[src/rtl/opcodes_pkg.sv]
// Shared ISA definitions: datapath width and the resolver-relevant opcode encodings.
package opcodes_pkg;

  localparam int unsigned WORD_SIZE = 16;
  localparam int unsigned OPCODE_W  = 4;

  localparam logic [OPCODE_W-1:0] ADD_OP = 4'h0;
  localparam logic [OPCODE_W-1:0] SUB_OP = 4'h1;
  localparam logic [OPCODE_W-1:0] BEQ_OP = 4'h8;
  localparam logic [OPCODE_W-1:0] BNE_OP = 4'h9;
  localparam logic [OPCODE_W-1:0] BGZ_OP = 4'hA;
  localparam logic [OPCODE_W-1:0] BLZ_OP = 4'hB;

endpackage

[src/rtl/branch_resolver_pkg.sv]
// Branch resolver types: prediction queue entry, FSM encoding, idle output values.
package branch_resolver_pkg;
  import opcodes_pkg::*;

  typedef struct packed {
    logic [WORD_SIZE-1:0] pc;
    logic [WORD_SIZE-1:0] pred_pc;
  } pred_entry_t;

  typedef enum logic {
    ST_RUN   = 1'b0,
    ST_FLUSH = 1'b1
  } br_state_t;

  localparam logic [WORD_SIZE-1:0] BTB_INVALID = 16'hFFFF;

  function automatic logic is_branch(input logic [OPCODE_W-1:0] op);
    return (op == BNE_OP) || (op == BEQ_OP) || (op == BGZ_OP) || (op == BLZ_OP);
  endfunction

endpackage

[src/rtl/br_pred_queue.sv]
// In-order FIFO of outstanding predictions; clear empties it in one cycle.
module br_pred_queue
  import branch_resolver_pkg::*;
#(
  parameter int unsigned DEPTH = 4
) (
  input  logic        clk,
  input  logic        reset,
  input  logic        push,
  input  logic        pop,
  input  logic        clear,
  input  pred_entry_t push_data,
  output logic        full,
  output logic        empty,
  output pred_entry_t head
);

  localparam int unsigned AW = (DEPTH > 1) ? $clog2(DEPTH) : 1;
  localparam int unsigned CW = AW + 1;

  logic [AW-1:0] r_wr_ptr;
  logic [AW-1:0] r_rd_ptr;
  logic [CW-1:0] r_count;
  pred_entry_t   r_mem [DEPTH];
  logic          w_push;
  logic          w_pop;

  assign full   = (r_count == CW'(DEPTH));
  assign empty  = (r_count == '0);
  assign head   = r_mem[r_rd_ptr];
  assign w_push = push && !full;
  assign w_pop  = pop && !empty;

  // DEPTH is a power of two, so the pointers wrap on their natural width
  always_ff @(posedge clk) begin
    if (reset || clear) begin
      r_wr_ptr <= '0;
      r_rd_ptr <= '0;
      r_count  <= '0;
    end else begin
      if (w_push) r_wr_ptr <= r_wr_ptr + AW'(1);
      if (w_pop)  r_rd_ptr <= r_rd_ptr + AW'(1);
      if (w_push && !w_pop)      r_count <= r_count + CW'(1);
      else if (w_pop && !w_push) r_count <= r_count - CW'(1);
    end
  end

  always_ff @(posedge clk) begin
    if (w_push && !reset && !clear) r_mem[r_wr_ptr] <= push_data;
  end

endmodule

[src/rtl/branch_resolver.sv]
// Resolves the oldest prediction, emits squash/BTB/counter pulses, squashes the queue.
// Optional: define BR_RESOLVER_STATS_EN to add branch/mispredict statistics outputs.
module branch_resolver
  import opcodes_pkg::*;
  import branch_resolver_pkg::*;
#(
  parameter int unsigned QDEPTH = 4
) (
  input  logic                 clk,
  input  logic                 reset,
  input  logic                 fetch_valid,
  input  logic [WORD_SIZE-1:0] fetch_pc,
  input  logic [WORD_SIZE-1:0] fetch_pred_pc,
  output logic                 fetch_ready,
  input  logic                 res_valid,
  input  logic [OPCODE_W-1:0]  res_opcode,
  input  logic                 res_bcond,
  input  logic [WORD_SIZE-1:0] res_target,
  output logic                 flush,
  output logic [WORD_SIZE-1:0] redirect_pc,
  output logic                 btb_we,
  output logic [7:0]           btb_index,
  output logic [7:0]           btb_tag,
  output logic [WORD_SIZE-1:0] btb_target,
  output logic                 upd_valid,
  output logic                 update_taken
`ifdef BR_RESOLVER_STATS_EN
  ,
  output logic [15:0]          stat_branches,
  output logic [15:0]          stat_mispredicts
`endif
);

  br_state_t            r_state;
  br_state_t            w_state_nxt;
  logic                 r_flush,  w_flush_nxt;
  logic [WORD_SIZE-1:0] r_redirect_pc, w_redirect_pc_nxt;
  logic                 r_btb_we, w_btb_we_nxt;
  logic [7:0]           r_btb_index, w_btb_index_nxt;
  logic [7:0]           r_btb_tag, w_btb_tag_nxt;
  logic [WORD_SIZE-1:0] r_btb_target, w_btb_target_nxt;
  logic                 r_upd_valid, w_upd_valid_nxt;
  logic                 r_update_taken, w_update_taken_nxt;

  logic                 w_run;
  logic                 w_full;
  logic                 w_empty;
  logic                 w_push;
  logic                 w_pop;
  pred_entry_t          w_push_data;
  pred_entry_t          w_head;
  logic                 w_is_br;
  logic [WORD_SIZE-1:0] w_seq_pc;
  logic [WORD_SIZE-1:0] w_correct;
  logic                 w_mispred;

  assign w_run       = (r_state == ST_RUN);
  assign fetch_ready = w_run && !w_full;
  assign w_push      = w_run && fetch_valid && !w_full;
  assign w_pop       = w_run && res_valid && !w_empty;
  assign w_push_data = '{pc: fetch_pc, pred_pc: fetch_pred_pc};

  br_pred_queue #(.DEPTH(QDEPTH)) u_queue (
    .clk       (clk),
    .reset     (reset),
    .push      (w_push),
    .pop       (w_pop),
    .clear     (!w_run),
    .push_data (w_push_data),
    .full      (w_full),
    .empty     (w_empty),
    .head      (w_head)
  );

  assign w_is_br   = is_branch(res_opcode);
  assign w_seq_pc  = w_head.pc + WORD_SIZE'(1);
  assign w_correct = (w_is_br && res_bcond) ? res_target : w_seq_pc;
  assign w_mispred = (w_correct != w_head.pred_pc);

  // Next state and next pulse values; outputs fall back to idle every cycle
  always_comb begin
    w_state_nxt        = r_state;
    w_flush_nxt        = 1'b0;
    w_redirect_pc_nxt  = '0;
    w_btb_we_nxt       = 1'b0;
    w_btb_index_nxt    = '0;
    w_btb_tag_nxt      = '0;
    w_btb_target_nxt   = BTB_INVALID;
    w_upd_valid_nxt    = 1'b0;
    w_update_taken_nxt = 1'b0;
    case (r_state)
      ST_RUN: begin
        if (w_pop) begin
          if (w_mispred) begin
            w_state_nxt       = ST_FLUSH;
            w_flush_nxt       = 1'b1;
            w_redirect_pc_nxt = w_correct;
          end
          if (w_is_br) begin
            w_upd_valid_nxt    = 1'b1;
            w_update_taken_nxt = res_bcond;
          end
          // Taken branch with a stale target trains the BTB; a non-branch hit is an alias
          if (w_is_br && res_bcond && (w_head.pred_pc != res_target)) begin
            w_btb_we_nxt     = 1'b1;
            w_btb_index_nxt  = w_head.pc[7:0];
            w_btb_tag_nxt    = w_head.pc[15:8];
            w_btb_target_nxt = res_target;
          end else if (!w_is_br && w_mispred) begin
            w_btb_we_nxt     = 1'b1;
            w_btb_index_nxt  = w_head.pc[7:0];
            w_btb_tag_nxt    = w_head.pc[15:8];
            w_btb_target_nxt = BTB_INVALID;
          end
        end
      end
      ST_FLUSH: w_state_nxt = ST_RUN;
      default:  w_state_nxt = ST_RUN;
    endcase
  end

  always_ff @(posedge clk) begin
    if (reset) begin
      r_state        <= ST_RUN;
      r_flush        <= 1'b0;
      r_redirect_pc  <= '0;
      r_btb_we       <= 1'b0;
      r_btb_index    <= '0;
      r_btb_tag      <= '0;
      r_btb_target   <= BTB_INVALID;
      r_upd_valid    <= 1'b0;
      r_update_taken <= 1'b0;
    end else begin
      r_state        <= w_state_nxt;
      r_flush        <= w_flush_nxt;
      r_redirect_pc  <= w_redirect_pc_nxt;
      r_btb_we       <= w_btb_we_nxt;
      r_btb_index    <= w_btb_index_nxt;
      r_btb_tag      <= w_btb_tag_nxt;
      r_btb_target   <= w_btb_target_nxt;
      r_upd_valid    <= w_upd_valid_nxt;
      r_update_taken <= w_update_taken_nxt;
    end
  end

  assign flush        = r_flush;
  assign redirect_pc  = r_redirect_pc;
  assign btb_we       = r_btb_we;
  assign btb_index    = r_btb_index;
  assign btb_tag      = r_btb_tag;
  assign btb_target   = r_btb_target;
  assign upd_valid    = r_upd_valid;
  assign update_taken = r_update_taken;

`ifdef BR_RESOLVER_STATS_EN
  logic [15:0] r_stat_branches;
  logic [15:0] r_stat_mispredicts;

  // Saturating event counters
  always_ff @(posedge clk) begin
    if (reset) begin
      r_stat_branches    <= '0;
      r_stat_mispredicts <= '0;
    end else if (w_pop) begin
      if (w_is_br && (r_stat_branches != 16'hFFFF))
        r_stat_branches <= r_stat_branches + 16'(1);
      if (w_mispred && (r_stat_mispredicts != 16'hFFFF))
        r_stat_mispredicts <= r_stat_mispredicts + 16'(1);
    end
  end

  assign stat_branches    = r_stat_branches;
  assign stat_mispredicts = r_stat_mispredicts;
`endif

endmodule

[config.mk]
export PLATFORM = sky130hd
export DESIGN_NAME = branch_resolver
export DESIGN_NICKNAME = d
export VERILOG_FILES = /design/src/rtl/opcodes_pkg.sv /design/src/rtl/branch_resolver_pkg.sv /design/src/rtl/br_pred_queue.sv /design/src/rtl/branch_resolver.sv
export SDC_FILE = /design/constraint.sdc
export NUM_CORES = 1
export LEC_CHECK = 0
export ABC_AREA = 1
export BUFFER_PORTS_ARGS = -buffer_cell sky130_fd_sc_hd__buf_2
export CAP_MARGIN = 20
export CELL_PAD_IN_SITES_DETAIL_PLACEMENT = 2
export CELL_PAD_IN_SITES_GLOBAL_PLACEMENT = 2
export CORE_MARGIN = 5
export CORE_UTILIZATION = 36
export CTS_CLUSTER_DIAMETER = 30
export DETAILED_ROUTE_END_ITERATION = 6
export GPL_ROUTABILITY_DRIVEN = 0
export PLACE_DENSITY_LB_ADDON = 0.08
export SLEW_MARGIN = 25
export SYNTH_ARGS = -nofsm -noshare
export SYNTH_HDL_FRONTEND = slang
export SYNTH_SLANG_ARGS = --single-unit
[constraint.sdc]
create_clock -name clk -period 3.2 [get_ports clk]
set_clock_uncertainty 0.05 [all_clocks]
set_input_delay 0.48 -clock clk [delete_from_list [all_inputs] [get_ports clk]]
set_output_delay 0.48 -clock clk [all_outputs]
set_load 0.02 [all_outputs]
==> metrics.md <==
| Metric | Value |
|---|---|
| PwrDens | 762 nW/um2 |
| FF+latch count, synth | 189 |
| Worst Max-Slew Pin Slew | 0.586 ns |
| Die Height | 162 um |
| Mapped Cells | 847 |
| Fin crit period | 3.05 ns |
| P&R area growth vs syn | 18.3% |
| Row Count | 55 |
| Overall routed net length | 27,100 um |
| WS Path Type | reg -> reg |
| Arr. time, crit path | 3.38 ns |
| Routed Antenna Nets | 0 |
| Synthesized cell area | 8290 um2 |
| M2 GR Usage | 38.0% |
| WP buf/inv | 4 |
| Clock slew at reported path FFs | 0.08 ns |
| Root Buffer | clkbuf_16 |
| Die width | 162 um |
| Peak supply drop | 0.337 mV |
| CP Capture Type | register |
| Starting density of the core | 36.6% |
| Seq/Total Area, Yosys | 61.1% |
| CP Launch Type | register |
| Synth top area cells | edfxtp_1, dfxtp_1, nand2_1 |
| Met3 GRT Util | 4.54% |
| Die ar. | 26,200 um2 |
| Vias per cell | 5.11 |
| GR Util met1 | 25.2% |
| TritonCTS clock tree | built |
| Hold Vio Cnt, Final | 0 |
| Antenna Diode Count | 0 |
| CP max-delay cell | dfxtp_4 |
| Inserted Clock Buffers | 17 |
| Max Clock Freq | 0.328 GHz |
| Vias in the first global route | 7,414 |
| Layout fillers | 2,406 |
| Drt wl/cell | 21.3 um |
| DR iter-0 viols | 291 |
| Slowest stage delay, CP | 0.43 ns |
| Via Count | 6,505 |
| DP Wirelength | 19,100 um |
| Gr usage total | 20.9% |
| R2r worst-path depth | 12 |
| Flop2flop setup slack | 0.15 ns |
| Worst min-delay path class | in -> reg |
| H-tree lvl count | 4 |
| Critical Path RT | 3.53 ns |
| Synth Net Count | 911 |
| Setup-failing EPs final | 0 |
| TritonRoute pass-1 iters | 6 |
| Critical path peak fanout | 34 |
| Initial antenna violation count | 1 |
| Residual DRC count | 0 |
| Total core area | 22,600 um2 |
| Max Slew Vio Count | 0 |
| Lkg Pwr | 4.20 nW |
| Final Net Count | 1,040 |
| Max-cap viol count | 0 |
| Largest net degree at the start of global routing | 35 |
| Hold_ws | 0.199 ns |
| Clk_lat worst skew | 0.45 ns |
| Layer with the highest usage | met2 |
| Status | finished clean |
| Max Root-Sink Buffers | 2 |
| CP cell instances | buf_2 > buf_4 > nand2_1 > a32o_1 > xor2_1 > o211ai_1 > a211oi_1 > nand4_1 > nand2_2 > clkinvlp_4 > buf_4 > nand2_1 |
| First-pass GRT wire length | 41,800 um |
| Worst Slack Setup Final | 0.153 ns |
| Leading area contributor after synthesis | edfxtp_1 |
| Total gr overflow | 0 |
| Buffers on Ports | 107 |
| CTS sink count | 189 |
| Family with the most delay on the worst path | buffers and inverters |
| Unique masters post-synth | 39 |
| IO Count | 110 |
| Slew margin rel. | 60.9% |
| Post-synth top area share | 46.3% |
| Yosys warning total | 0 |
| Period utilization | 95.2% |
| Crit. path cell count | 12 |
| Share of cells above drive strength 1 | 24.0% |
| Syn_area_per_cell | 9.79 um2 |
| Hold path cells | 1 |
| Setup WS pre-CTS | -0.0890 ns |
-- final timing paths --
path | endpoint | startpoint
setup / recovery | btb_target[8] | register
hold / removal | u_queue.r_mem[1][13] | fetch_pred_pc[13]
setup reg to reg | btb_target[8] | register
hold reg to reg | u_queue.r_count[1] | u_queue.r_count[1]
-- cells in the mapped netlist --
| cell type | n |
|---|---|
| a211oi_1 | 2 |
| a21o_1 | 1 |
| a21oi_1 | 22 |
| a21oi_2 | 9 |
| a221oi_1 | 2 |
| a32o_1 | 4 |
| and2_1 | 1 |
| buf_12 | 2 |
| buf_2 | 8 |
| buf_4 | 8 |
| buf_6 | 9 |
| clkbuf_1 | 2 |
| clkinv_1 | 1 |
| dfxtp_1 | 61 |
| edfxtp_1 | 128 |
| fa_1 | 1 |
| ha_1 | 6 |
| inv_1 | 58 |
| inv_2 | 2 |
| inv_4 | 1 |
| nand2_1 | 314 |
| nand2_2 | 18 |
| nand2_4 | 1 |
| nand3_1 | 85 |
| nand3_2 | 10 |
| nand3_4 | 2 |
| nand3b_1 | 5 |
| nand4_1 | 5 |
| nor2_1 | 41 |
| nor2_2 | 7 |
| nor2_4 | 4 |
| nor3b_1 | 3 |
| o211ai_1 | 2 |
| o21a_1 | 1 |
| o21ai_0 | 3 |
| o21ai_1 | 1 |
| o22ai_1 | 2 |
| or2_2 | 4 |
| xor2_1 | 11 |
-- sequential cells by signal, indices dropped and copies added, names as in the netlist, 2 cells and up, named ones only --
register,cells
u_queue.r_count,3
btb_index,8
u_queue.r_wr_ptr,2
redirect_pc,16
btb_target,16
btb_tag,8
u_queue.r_rd_ptr,2
u_queue.r_mem,128
-- through the flow --
stage / cell area, um2 / std cells / TNS [ns] / total power (W) / util [%]
after floorplan: 8290 / 847 / 0 / 0.00462 / -
after global placement: 9120 / 1233 / -0.0185 / 0.00521 / 40.3
after detailed placement: 9120 / 1233 / -0.910 / 0.00537 / 40.3
after CTS: 9740 / 1269 / 0 / 0.00748 / 43.0
after global routing: 9810 / 1274 / -0.0892 / 0.00791 / 43.3
final: 9810 / 1274 / 0 / 0.00747 / 43.3
-- what timing repair did --
item | in CTS | in global routing
cloned | 0 | 0
hold buffers | 0 | 0
gates resized for setup | 3 | 10
pin swaps | 0 | 2
setup buffers | 4 | 5
endpoints found under the setup margin | 36 | 34
-- final cells by class --
type | instances | area (um2) | area share (%)
clock inverters | 14 | 128 | 1.30
clock buffers | 18 | 429 | 4.37
flip-flops and latches | 189 | 5070 | 51.7
well taps | 285 | 357 | 3.63
inverters | 62 | 244 | 2.49
multi-input cells | 567 | 2780 | 28.3
repair buffers | 139 | 806 | 8.21
-- per-layer routing --
metal  vias to the layer above  wire length, um  share of wire, %
li1                       3054                -                 -
met5                         -               13             0.048
met3                        29              972               3.6
met2                       115            14200                53
met4                         2              418               1.5
met1                      3305            11500                42
-- placed cells by master (no fill, tap or decap), types with 5 or more instances in the layout --
| cell type | Yosys | layout |
|---|---|---|
| a21oi_1 | 22 | 22 |
| a21oi_2 | 9 | 9 |
| buf_2 | 8 | 108 |
| buf_4 | 8 | 27 |
| clkbuf_16 | 0 | 17 |
| dfxtp_1 | 61 | 59 |
| edfxtp_1 | 128 | 128 |
| ha_1 | 6 | 6 |
| inv_1 | 58 | 57 |
| inv_6 | 0 | 7 |
| nand2_1 | 314 | 313 |
| nand2_2 | 18 | 18 |
| nand3_1 | 85 | 84 |
| nand3_2 | 10 | 11 |
| nand3b_1 | 5 | 5 |
| nand4_1 | 5 | 5 |
| nor2_1 | 41 | 36 |
| nor2_2 | 7 | 12 |
| xor2_1 | 11 | 11 |
-- logic make-up after synthesis --
kind of cell / Yosys count / synth area share [%]
flops: 189 / 61.1
fa+ha+maj: 7 / 1.15
compound gates: 49 / 3.91
buf+inv: 91 / 5.84
simple gates: 500 / 26.9
xor+xnor: 11 / 1.16
-- report_power, final --
| group | total [W] | switching (W) | internal [W] |
|---|---|---|---|
| Combinational | 0.00247 | 0.00176 | 0.000718 |
| Sequential | 0.00292 | 0.0000944 | 0.00283 |
| Clock | 0.00207 | 0.00104 | 0.00103 |
Power figures use the tool's default switching activity.
